`config.mk`:
```
export PLATFORM = sky130hd
export DESIGN_NAME = mux_nx1_rr_flat
export DESIGN_NICKNAME = d
export VERILOG_FILES = /design/src/rtl/mux_nx1_rr_if.sv /design/src/rtl/mux_nx1_rr.sv /design/src/flat_wrapper.sv
export SDC_FILE = /design/constraint.sdc
export NUM_CORES = 1
export LEC_CHECK = 0
export ABC_CLOCK_PERIOD_IN_PS = 4000
export CORE_MARGIN = 3
export CORE_UTILIZATION = 30
export CTS_CLUSTER_SIZE = 20
export DETAILED_ROUTE_END_ITERATION = 8
export DONT_BUFFER_PORTS = 1
export RECOVER_POWER = 25
export SETUP_SLACK_MARGIN = 0.3
export SYNTH_ARGS = -nofsm -noshare
export SYNTH_HDL_FRONTEND = slang
export SYNTH_SLANG_ARGS = --single-unit
```
`constraint.sdc`:
```
create_clock -name clk -period 4 [get_ports clk]
set_clock_uncertainty 0.05 [all_clocks]
set_input_delay 0.4 -clock clk [delete_from_list [all_inputs] [get_ports clk]]
set_output_delay 0.4 -clock clk [all_outputs]
set_load 0.005 [all_outputs]
```
`src/rtl/mux_nx1_rr_if.sv`:
```
`default_nettype none
// ============================================================================
// Module   : mux_nx1_rr_if
// Brief    : Producer/consumer handshake bundle for the N:1 round-robin mux.
//            Packet lock ports exist only when MUX_PKT_LOCK_EN is defined.
// Revision : 1.0 - initial release
// ============================================================================
interface mux_nx1_rr_if #(
    parameter int WIDTH = 8,
    parameter int N     = 4,
    parameter int SELW  = 2
);
    logic [N*WIDTH-1:0] in_data;
    logic [N-1:0]       in_valid;
    logic [N-1:0]       in_ready;
    logic [WIDTH-1:0]   out_data;
    logic               out_valid;
    logic               out_ready;
    logic [SELW-1:0]    out_src;
`ifdef MUX_PKT_LOCK_EN
    logic [N-1:0]       in_last;
    logic               out_last;

    modport slave (
        input  in_data, in_valid, in_last, out_ready,
        output in_ready, out_data, out_valid, out_src, out_last
    );
    modport master (
        output in_data, in_valid, in_last, out_ready,
        input  in_ready, out_data, out_valid, out_src, out_last
    );
`else
    modport slave (
        input  in_data, in_valid, out_ready,
        output in_ready, out_data, out_valid, out_src
    );
    modport master (
        output in_data, in_valid, out_ready,
        input  in_ready, out_data, out_valid, out_src
    );
`endif
endinterface
`default_nettype wire

```
`src/rtl/mux_nx1_rr.sv`:
```
`default_nettype none
// ============================================================================
// Module   : mux_nx1_rr
// Brief    : N:1 registered mux with valid/ready on every channel, fixed or
//            round-robin selection. MUX_PKT_LOCK_EN adds packet locking.
// Revision : 1.0 - initial release
// ============================================================================
module mux_nx1_rr #(
    parameter int WIDTH = 8,
    parameter int N     = 4,
    parameter int SELW  = 2
) (
    input  wire logic            clk,
    input  wire logic            rst,
    input  wire logic            mode,
    input  wire logic [SELW-1:0] sel,
    mux_nx1_rr_if.slave          bus
);
    localparam int c_NPOW = 1 << SELW;

    // Channels padded to 2**SELW entries so any SELW-bit index is in range.
    wire [WIDTH-1:0]  ch_data [c_NPOW];
    wire [c_NPOW-1:0] valid_pad;
`ifdef MUX_PKT_LOCK_EN
    wire [c_NPOW-1:0] last_pad;
`endif

    for (genvar i = 0; i < c_NPOW; i++) begin : g_ch
        if (i < N) begin : g_used
            assign ch_data[i]   = bus.in_data[i*WIDTH +: WIDTH];
            assign valid_pad[i] = bus.in_valid[i];
`ifdef MUX_PKT_LOCK_EN
            assign last_pad[i]  = bus.in_last[i];
`endif
        end else begin : g_pad
            assign ch_data[i]   = '0;
            assign valid_pad[i] = 1'b0;
`ifdef MUX_PKT_LOCK_EN
            assign last_pad[i]  = 1'b0;
`endif
        end
    end

    logic [WIDTH-1:0]  out_data_q, out_data_d;
    logic [SELW-1:0]   out_src_q, out_src_d;
    logic              out_valid_q, out_valid_d;
    logic [SELW-1:0]   last_q, last_d;

    logic              lock_act;
    logic [SELW-1:0]   lock_ch;
`ifdef MUX_PKT_LOCK_EN
    logic              lock_q, lock_d;
    logic [SELW-1:0]   lock_ch_q, lock_ch_d;
    logic              out_last_q, out_last_d;
    assign lock_act = lock_q;
    assign lock_ch  = lock_ch_q;
`else
    assign lock_act = 1'b0;
    assign lock_ch  = '0;
`endif

    logic              load;
    logic              rr_vld;
    logic [SELW-1:0]   rr_idx;
    logic              grant_vld;
    logic [SELW-1:0]   grant_idx;
    logic              xfer;
    logic [c_NPOW-1:0] ready_pad;

    // Walk from farthest to nearest so the channel right after last wins.
    always_comb begin : p_rr_search
        int idx;
        rr_vld = 1'b0;
        rr_idx = '0;
        idx    = 0;
        for (int k = N; k >= 1; k--) begin
            idx = int'(last_q) + k;
            if (idx >= N) begin
                idx = idx - N;
            end
            if (valid_pad[SELW'(idx)]) begin
                rr_vld = 1'b1;
                rr_idx = SELW'(idx);
            end
        end
    end

    always_comb begin : p_grant
        grant_vld = 1'b0;
        grant_idx = '0;
        if (lock_act) begin
            grant_vld = valid_pad[lock_ch];
            grant_idx = lock_ch;
        end else if (mode) begin
            grant_vld = rr_vld;
            grant_idx = rr_idx;
        end else begin
            grant_vld = (int'(sel) < N) && valid_pad[sel];
            grant_idx = sel;
        end
    end

    assign load = !out_valid_q || bus.out_ready;
    assign xfer = load && grant_vld && !rst;

    always_comb begin : p_ready
        ready_pad = '0;
        if (xfer) begin
            ready_pad[grant_idx] = 1'b1;
        end
    end

    assign bus.in_ready = ready_pad[N-1:0];

    always_comb begin : p_next
        out_data_d  = out_data_q;
        out_src_d   = out_src_q;
        out_valid_d = out_valid_q;
        last_d      = last_q;
        if (xfer) begin
            out_data_d  = ch_data[grant_idx];
            out_src_d   = grant_idx;
            out_valid_d = 1'b1;
            if (mode) begin
                last_d = grant_idx;
            end
        end else if (bus.out_ready) begin
            out_valid_d = 1'b0;
        end
    end

`ifdef MUX_PKT_LOCK_EN
    always_comb begin : p_lock_next
        lock_d     = lock_q;
        lock_ch_d  = lock_ch_q;
        out_last_d = out_last_q;
        if (xfer) begin
            lock_d     = !last_pad[grant_idx];
            lock_ch_d  = grant_idx;
            out_last_d = last_pad[grant_idx];
        end
    end

    always_ff @(posedge clk) begin : p_lock_regs
        if (rst) begin
            lock_q     <= 1'b0;
            lock_ch_q  <= '0;
            out_last_q <= 1'b0;
        end else begin
            lock_q     <= lock_d;
            lock_ch_q  <= lock_ch_d;
            out_last_q <= out_last_d;
        end
    end

    assign bus.out_last = out_last_q;
`endif

    always_ff @(posedge clk) begin : p_regs
        if (rst) begin
            out_data_q  <= '0;
            out_src_q   <= '0;
            out_valid_q <= 1'b0;
            last_q      <= SELW'(N - 1);
        end else begin
            out_data_q  <= out_data_d;
            out_src_q   <= out_src_d;
            out_valid_q <= out_valid_d;
            last_q      <= last_d;
        end
    end

    assign bus.out_data  = out_data_q;
    assign bus.out_src   = out_src_q;
    assign bus.out_valid = out_valid_q;

endmodule
`default_nettype wire

```
`src/flat_wrapper.sv`:
```
// flat-port wrapper written by rule: the top's interface ports become plain ports
module mux_nx1_rr_flat 
#(
    parameter int WIDTH = 8,
    parameter int N     = 4,
    parameter int SELW  = 2
)
  (clk, rst, mode, sel, bus_in_data, bus_in_valid, bus_out_ready, bus_in_ready, bus_out_data, bus_out_valid, bus_out_src);
  mux_nx1_rr_if #(.WIDTH(WIDTH), .N(N), .SELW(SELW)) bus_i ();
  input  wire logic clk;
  input  wire logic rst;
  input  wire logic mode;
  input  wire logic [SELW-1:0] sel;
  input wire logic [$bits(bus_i.in_data)-1:0] bus_in_data;
  input wire logic [$bits(bus_i.in_valid)-1:0] bus_in_valid;
  input wire logic [$bits(bus_i.out_ready)-1:0] bus_out_ready;
  output wire logic [$bits(bus_i.in_ready)-1:0] bus_in_ready;
  output wire logic [$bits(bus_i.out_data)-1:0] bus_out_data;
  output wire logic [$bits(bus_i.out_valid)-1:0] bus_out_valid;
  output wire logic [$bits(bus_i.out_src)-1:0] bus_out_src;
  assign bus_i.in_data = bus_in_data;
  assign bus_i.in_valid = bus_in_valid;
  assign bus_i.out_ready = bus_out_ready;
  assign bus_in_ready = bus_i.in_ready;
  assign bus_out_data = bus_i.out_data;
  assign bus_out_valid = bus_i.out_valid;
  assign bus_out_src = bus_i.out_src;
  mux_nx1_rr #(.WIDTH(WIDTH), .N(N), .SELW(SELW)) u_core (.clk(clk), .rst(rst), .mode(mode), .sel(sel), .bus(bus_i));
endmodule
```
Yosys cells after proc, flatten, opt, wreduce, memory -nomap -nowiden
Cells that the tools add are included.
W data, S select, Z words.

cells by class
  add/sub/neg operators = 8
  $lt $le $gt $ge = 12
  muxes and demuxes = 36
  bitwise operators = 1
  reduce and logical (&&, ||, !) cells = 8

operators with widths
  kind                   number
  $mux W2                9
  $mux W1                17
  $bmux W8 S2            1
  $lt A2 B4 Y1 const B   4
  $mux W8                2
  $ge A3 B3 Y1 const B   4
  $bmux W1 S2            5
  $sub A2 B1 Y2 const B  4
  $add A2 B2 Y3 const B  2
  $lt A2 B3 Y1 const B   2
  $add A2 B3 Y4 const B  1
  $ge A4 B3 Y1 const B   1
  $mux W4                1
  $add A2 B1 Y3 const B  1
  $logic_and A1 B1 Y1    3
  $not A2 Y3             1
  $demux W1 S2           1
  $ge A2 B1 Y1 const B   1
  $logic_not A1 Y1       2
  $reduce_and A2 Y1      1
  $reduce_bool A2 Y1     1
  $logic_or A1 B1 Y1     1

word-level totals
  register bits after elaboration = 13
  input bits = 42
  logic and storage cells = 69

Depth between registers and ports, before layout
  depth in word-level cells = 16
  gate-level depth with buffers = 8
  depth with buffers taken out = 5

Worst setup path after synthesis
OpenSTA, ideal clock, no wires.

  path type = input-to-output
  start point = in bus_in_valid[1]
  end point = out bus_in_ready[2]
  arrival = 1.541 ns
  data required time = 3.550 ns
  setup slack = 2.009 ns
  cell stages on the path = 6
  path through = buf_6 -> or2b_1 -> o221ai_1 -> a31oi_1 -> buf_4 -> nor3b_1

between the ends
  cells in the longest elaborated chain, start to end = 13
  elaborated cells between the ends (all ways) = 32

RTL lines
  what                                                                       line                RTL
  start, declared                                                            flat_wrapper.sv:15  input wire logic [$bits(bus_i.in_valid)-1:0] bus_in_valid;
  $bmux W1 S2                                                                mux_nx1_rr.sv:81    if (valid_pad[SELW'(idx)]) begin
  $mux W1 (not written as such) (2 in series)                                mux_nx1_rr.sv:81
  $mux W2 (4 in series)                                                      mux_nx1_rr.sv:81
  $mux W2                                                                    mux_nx1_rr.sv:94    end else if (mode) begin
  $lt A2 B3 Y1 (not written as such) / $ge A2 B1 Y1 (equally long branches)  mux_nx1_rr.sv:109   ready_pad[grant_idx] = 1'b1;
  $logic_and A1 B1 Y1 (not written as such)                                  mux_nx1_rr.sv:109
  $mux W1 (not written as such)                                              mux_nx1_rr.sv:109
  $demux W1 S2                                                               --
  $mux W4 (*)                                                                mux_nx1_rr.sv:108   if (xfer) begin
  end, declared                                                              flat_wrapper.sv:17  output wire logic [$bits(bus_i.in_ready)-1:0] bus_in_ready;

Mark *: on every way between the ends. The rest lies on a longest branch, timed or not. The select of a mux whose other input is x is not followed.

Worst setup path in the final report
  start point = reg u_core.last_q[0]
  end point = out bus_in_ready[2]

between the ends
  cells in the longest elaborated chain, start to end = 16
  elaborated cells between the ends (all ways) = 46

RTL lines
  what                                                                       line                                RTL
  start, declared                                                            mux_nx1_rr.sv:47                    logic [SELW-1:0] last_q, last_d;
  start signal, assigned                                                     mux_nx1_rr.sv:164                   last_q <= SELW'(N - 1);
  start signal, assigned                                                     mux_nx1_rr.sv:169                   last_q <= last_d;
  $add A2 B3 Y4                                                              mux_nx1_rr.sv:77                    idx = int'(last_q) + k;
  $ge A4 B3 Y1 / $sub A2 B1 Y2 (equally long branches)                       mux_nx1_rr.sv:78, mux_nx1_rr.sv:79
  $mux W2                                                                    mux_nx1_rr.sv:78                    if (idx >= N) begin
  $bmux W1 S2                                                                mux_nx1_rr.sv:81
  $mux W1 (not written as such) (2 in series)                                mux_nx1_rr.sv:81
  $mux W2 (4 in series)                                                      mux_nx1_rr.sv:81
  $mux W2                                                                    mux_nx1_rr.sv:94
  $lt A2 B3 Y1 (not written as such) / $ge A2 B1 Y1 (equally long branches)  mux_nx1_rr.sv:109
  $logic_and A1 B1 Y1 (not written as such)                                  mux_nx1_rr.sv:109
  $mux W1 (not written as such)                                              mux_nx1_rr.sv:109
  $demux W1 S2                                                               --
  $mux W4 (*)                                                                mux_nx1_rr.sv:108

Marked as above.

==> flow_metrics.py <==
metrics = {
    "clock_network": {
        "path_clk_slew_ns": 0.05,
        "cts_sinks": 13,
        "clockBufferDepth": 2,
        "insertion_delay_ns": 0.24,
        "numCtsBuffers": 3,
        "post-cts-setup-buffers": 0,
        "cts_root_buf": "clkbuf_8",
        "cts_tree": "done",
        "hold_buffers": 0,
        "htree_levels": 1,
        "ctsResizeCount": 0,
    },
    "die": {
        "die_w_um": 69.8,
        "start_util_pct": 32.1,
        "coreArea_mm2": 0.00380,
        "die_y_um": 69.8,
        "die-area_mm2": 0.00487,
        "fp-row-count": 22,
        "ioPinCount": 57,
    },
    "timing": {
        "setup_viol": 0,
        "tns_ns": 0,
        "worst_slew_pin_slew_ns": 1.04,
        "period_needed_ns": 2.78,
        "max-slew-margin-rel_pct": 30.4,
        "hold_violations": 0,
        "rsz0062_at_grt": "false",
        "drv_slew": 0,
        "finalCritPeriodShare_pct": 69.4,
        "fmax_mhz": 360,
    },
    "placed_design": {
        "routabilityCongestion": 0.792,
        "portBuffers": 0,
        "dp_hpwl_um": 2580,
    },
    "setup_path": {
        "start_kind": "flip-flop",
        "critPathArrivalTime_ns": 2.33,
        "cp_max_fo": 21,
        "path_class": "flip-flop to output port",
        "crit_slowest_cell": "a21o_1",
        "rr_startpoint": "u_core.last_q[0]",
        "cp_data_required_time_ns": 3.55,
        "max_stage_delay_ns": 0.65,
        "crit_path_end_kind": "output port",
        "cp-startpoint": "u_core.last_q[0]",
        "path_cells": "inv_2 -> a22o_1 -> a21o_1 -> nor3b_1",
    },
    "global_routing": {
        "use_met1_pct": 14.7,
        "grt.total_usage_pct": 13.0,
        "grt_pass1_wl_um": 5120,
        "top_usage_layer": "met2",
        "grt_max_degree": 27,
        "grt_pass1_vias": 1046,
        "grt_use_met2_pct": 20.9,
        "globalRouteOverflowTotal": 0,
        "antenna_found_initial": 0,
        "use_met3_pct": 6.09,
    },
    "yosys": {
        "yosysTopAreaCellShare_pct": 21.3,
        "postSynthAreaPerCell_um2": 8.60,
        "synth_nets": 184,
        "synthArstFlopShare_pct": 0,
        "yosysMostFrequentCell": "a211oi_1",
        "synth_common_cells": "a211oi_1 (24), inv_1 (19), dfxtp_1 (13)",
        "synth_seq_cells": 13,
        "synth-warning-count": 0,
        "synth_enable_flop_cells": 0,
        "synth_ff_type": "dfxtp_1",
        "synth_area_mm2": 0.00122,
        "seq_area_frac_synth_pct": 21.3,
        "synth_cells": 142,
        "ys_top_cells_by_area": "dfxtp_1 (21%), a211oi_1 (15%), a211oi_2 (8.2%)",
        "yosysTopAreaCell": "dfxtp_1",
        "synth_cell_types": 43,
    },
    "final_layout": {
        "fin_util_pct": 32.0,
        "area_growth_pct": -0.512,
        "nets": 176,
        "num_antenna_cells": 0,
        "nFillCells": 399,
        "drive_gt1_share_pct": 17.3,
    },
    "power": {
        "intPower_uw": 266,
        "power.leakage_nw": 0.449,
        "p_switching_uw": 135,
        "swShare_pct": 33.7,
        "seq_power_share_pct": 41.2,
        "comb_power_share_pct": 29.6,
        "power_density_mw_per_mm2": 330,
        "ir_worst_vdd_mv": 0.102,
        "fin_total_pwr_uw": 401,
        "clock_power_share_pct": 29.2,
    },
    "route": {
        "dr.pass1.iters": 4,
        "wl_um": 3290,
        "wl_per_cell_um": 18.2,
        "drc": 0,
        "routed_via_density": 5.80,
        "num_vias": 1049,
        "antenna_left": 0,
        "drtIter0Drc": 29,
    },
    "flow_run": {
        "drv_cap": 0,
    },
    "min_path": {
        "min_path_type": "input port to flip-flop",
        "holdCritStartpoint": "rst",
    },
    "run_status": {
        "status": "completed",
    },
}
power groups by stage:
| stage | sequential [mW] | clock (mW) | combinational [mW] |
|---|---|---|---|
| after global routing | 0.168 | 0.127 | 0.132 |
| after detailed placement | 0.168 | 0 | 0.119 |
| after CTS | 0.165 | 0.122 | 0.120 |
| after floorplan | 0.162 | 0 | 0.121 |
| after global placement | 0.167 | 0 | 0.116 |
| final | 0.165 | 0.117 | 0.119 |
cells by family (layout without fill, tap and decap cells):
| logic type | after synthesis | count (layout) | share of synthesized area (%) |
|---|---|---|---|
| AO/OA/AOI/OAI | 59 | 59 | 40.8 |
| buffers and inverters | 35 | 26 | 16.5 |
| flip-flops | 13 | 13 | 21.3 |
| multiplexers | 3 | 3 | 3.48 |
| AND/OR/NAND/NOR | 32 | 32 | 17.9 |
worst paths after layout:
path	to	slack (ns)	cells past startpoint
worst max-delay path	bus_in_ready[2]	1.22	4
worst min-delay path	u_core.bus.out_valid	0.18	1
worst max register to register	u_core.bus.out_data[2]	1.63	5
worst min register to register	u_core.bus.out_valid	0.46	2
per-stage QoR:
| stage | std cells | hold slack [ns] | cell area [um^2] | worst slack, ns |
|---|---|---|---|---|
| 2_1_floorplan | 142 | 0.411 | 1220 | 2.01 |
| 3_3_place_gp | 177 | 0.422 | 1170 | 1.49 |
| 3_5_place_dp | 177 | 0.423 | 1170 | 1.44 |
| 4_1_cts | 181 | 0.167 | 1210 | 1.22 |
| 5_1_grt | 181 | 0.160 | 1210 | 1.06 |
| 6_report | 181 | 0.177 | 1210 | 1.22 |
area by class of cell:
type | instances | area, um^2 | share of cell area [%]
flip-flops and latches | 13 | 260 | 21.4
well taps | 48 | 60.1 | 4.94
repair buffers | 2 | 15.0 | 1.24
clock buffers | 4 | 45.0 | 3.71
multi-input cells | 94 | 759 | 62.5
inverters | 20 | 75.1 | 6.18
state kept, by name (all words and copies together) (netlist names):
register / count
u_core.bus.out_src: 2
u_core.bus.out_valid: 1
u_core.bus.out_data: 8
u_core.last_q: 2
cells in the final DEF, fill, tap and decap left out, types with 2 or more instances in the layout:
cell,n
o31ai_1,8
a211oi_2,8
buf_4,2
dfxtp_1,13
a211oi_1,24
o21ai_0,3
nor3b_1,3
a21oi_1,2
nor2_1,4
nand3b_1,8
nor3_2,2
mux2i_1,2
or2b_1,2
inv_1,19
clkbuf_8,3
nand2_1,2
a211o_1,2
nor3_1,3
worst max-delay path: cells and delay by family, from the launching register on:
| family | cells | cell delay (ns) |
|---|---|---|
| simple gates | 1 | 0.33 |
| compound gates | 2 | 1.23 |
| buf+inv | 1 | 0.14 |
| flops | 1 | 0.38 |
metal layers:
metal  part of all wire (%)  routed length, um  vias to the layer above
met2                     47               1540                       33
met4                    1.3                 42                        0
met1                     42               1370                      492
met5                      0                  0                        -
met3                     10                332                        4
li1                       -                  -                      520
(Power assumes the default switching activity.)
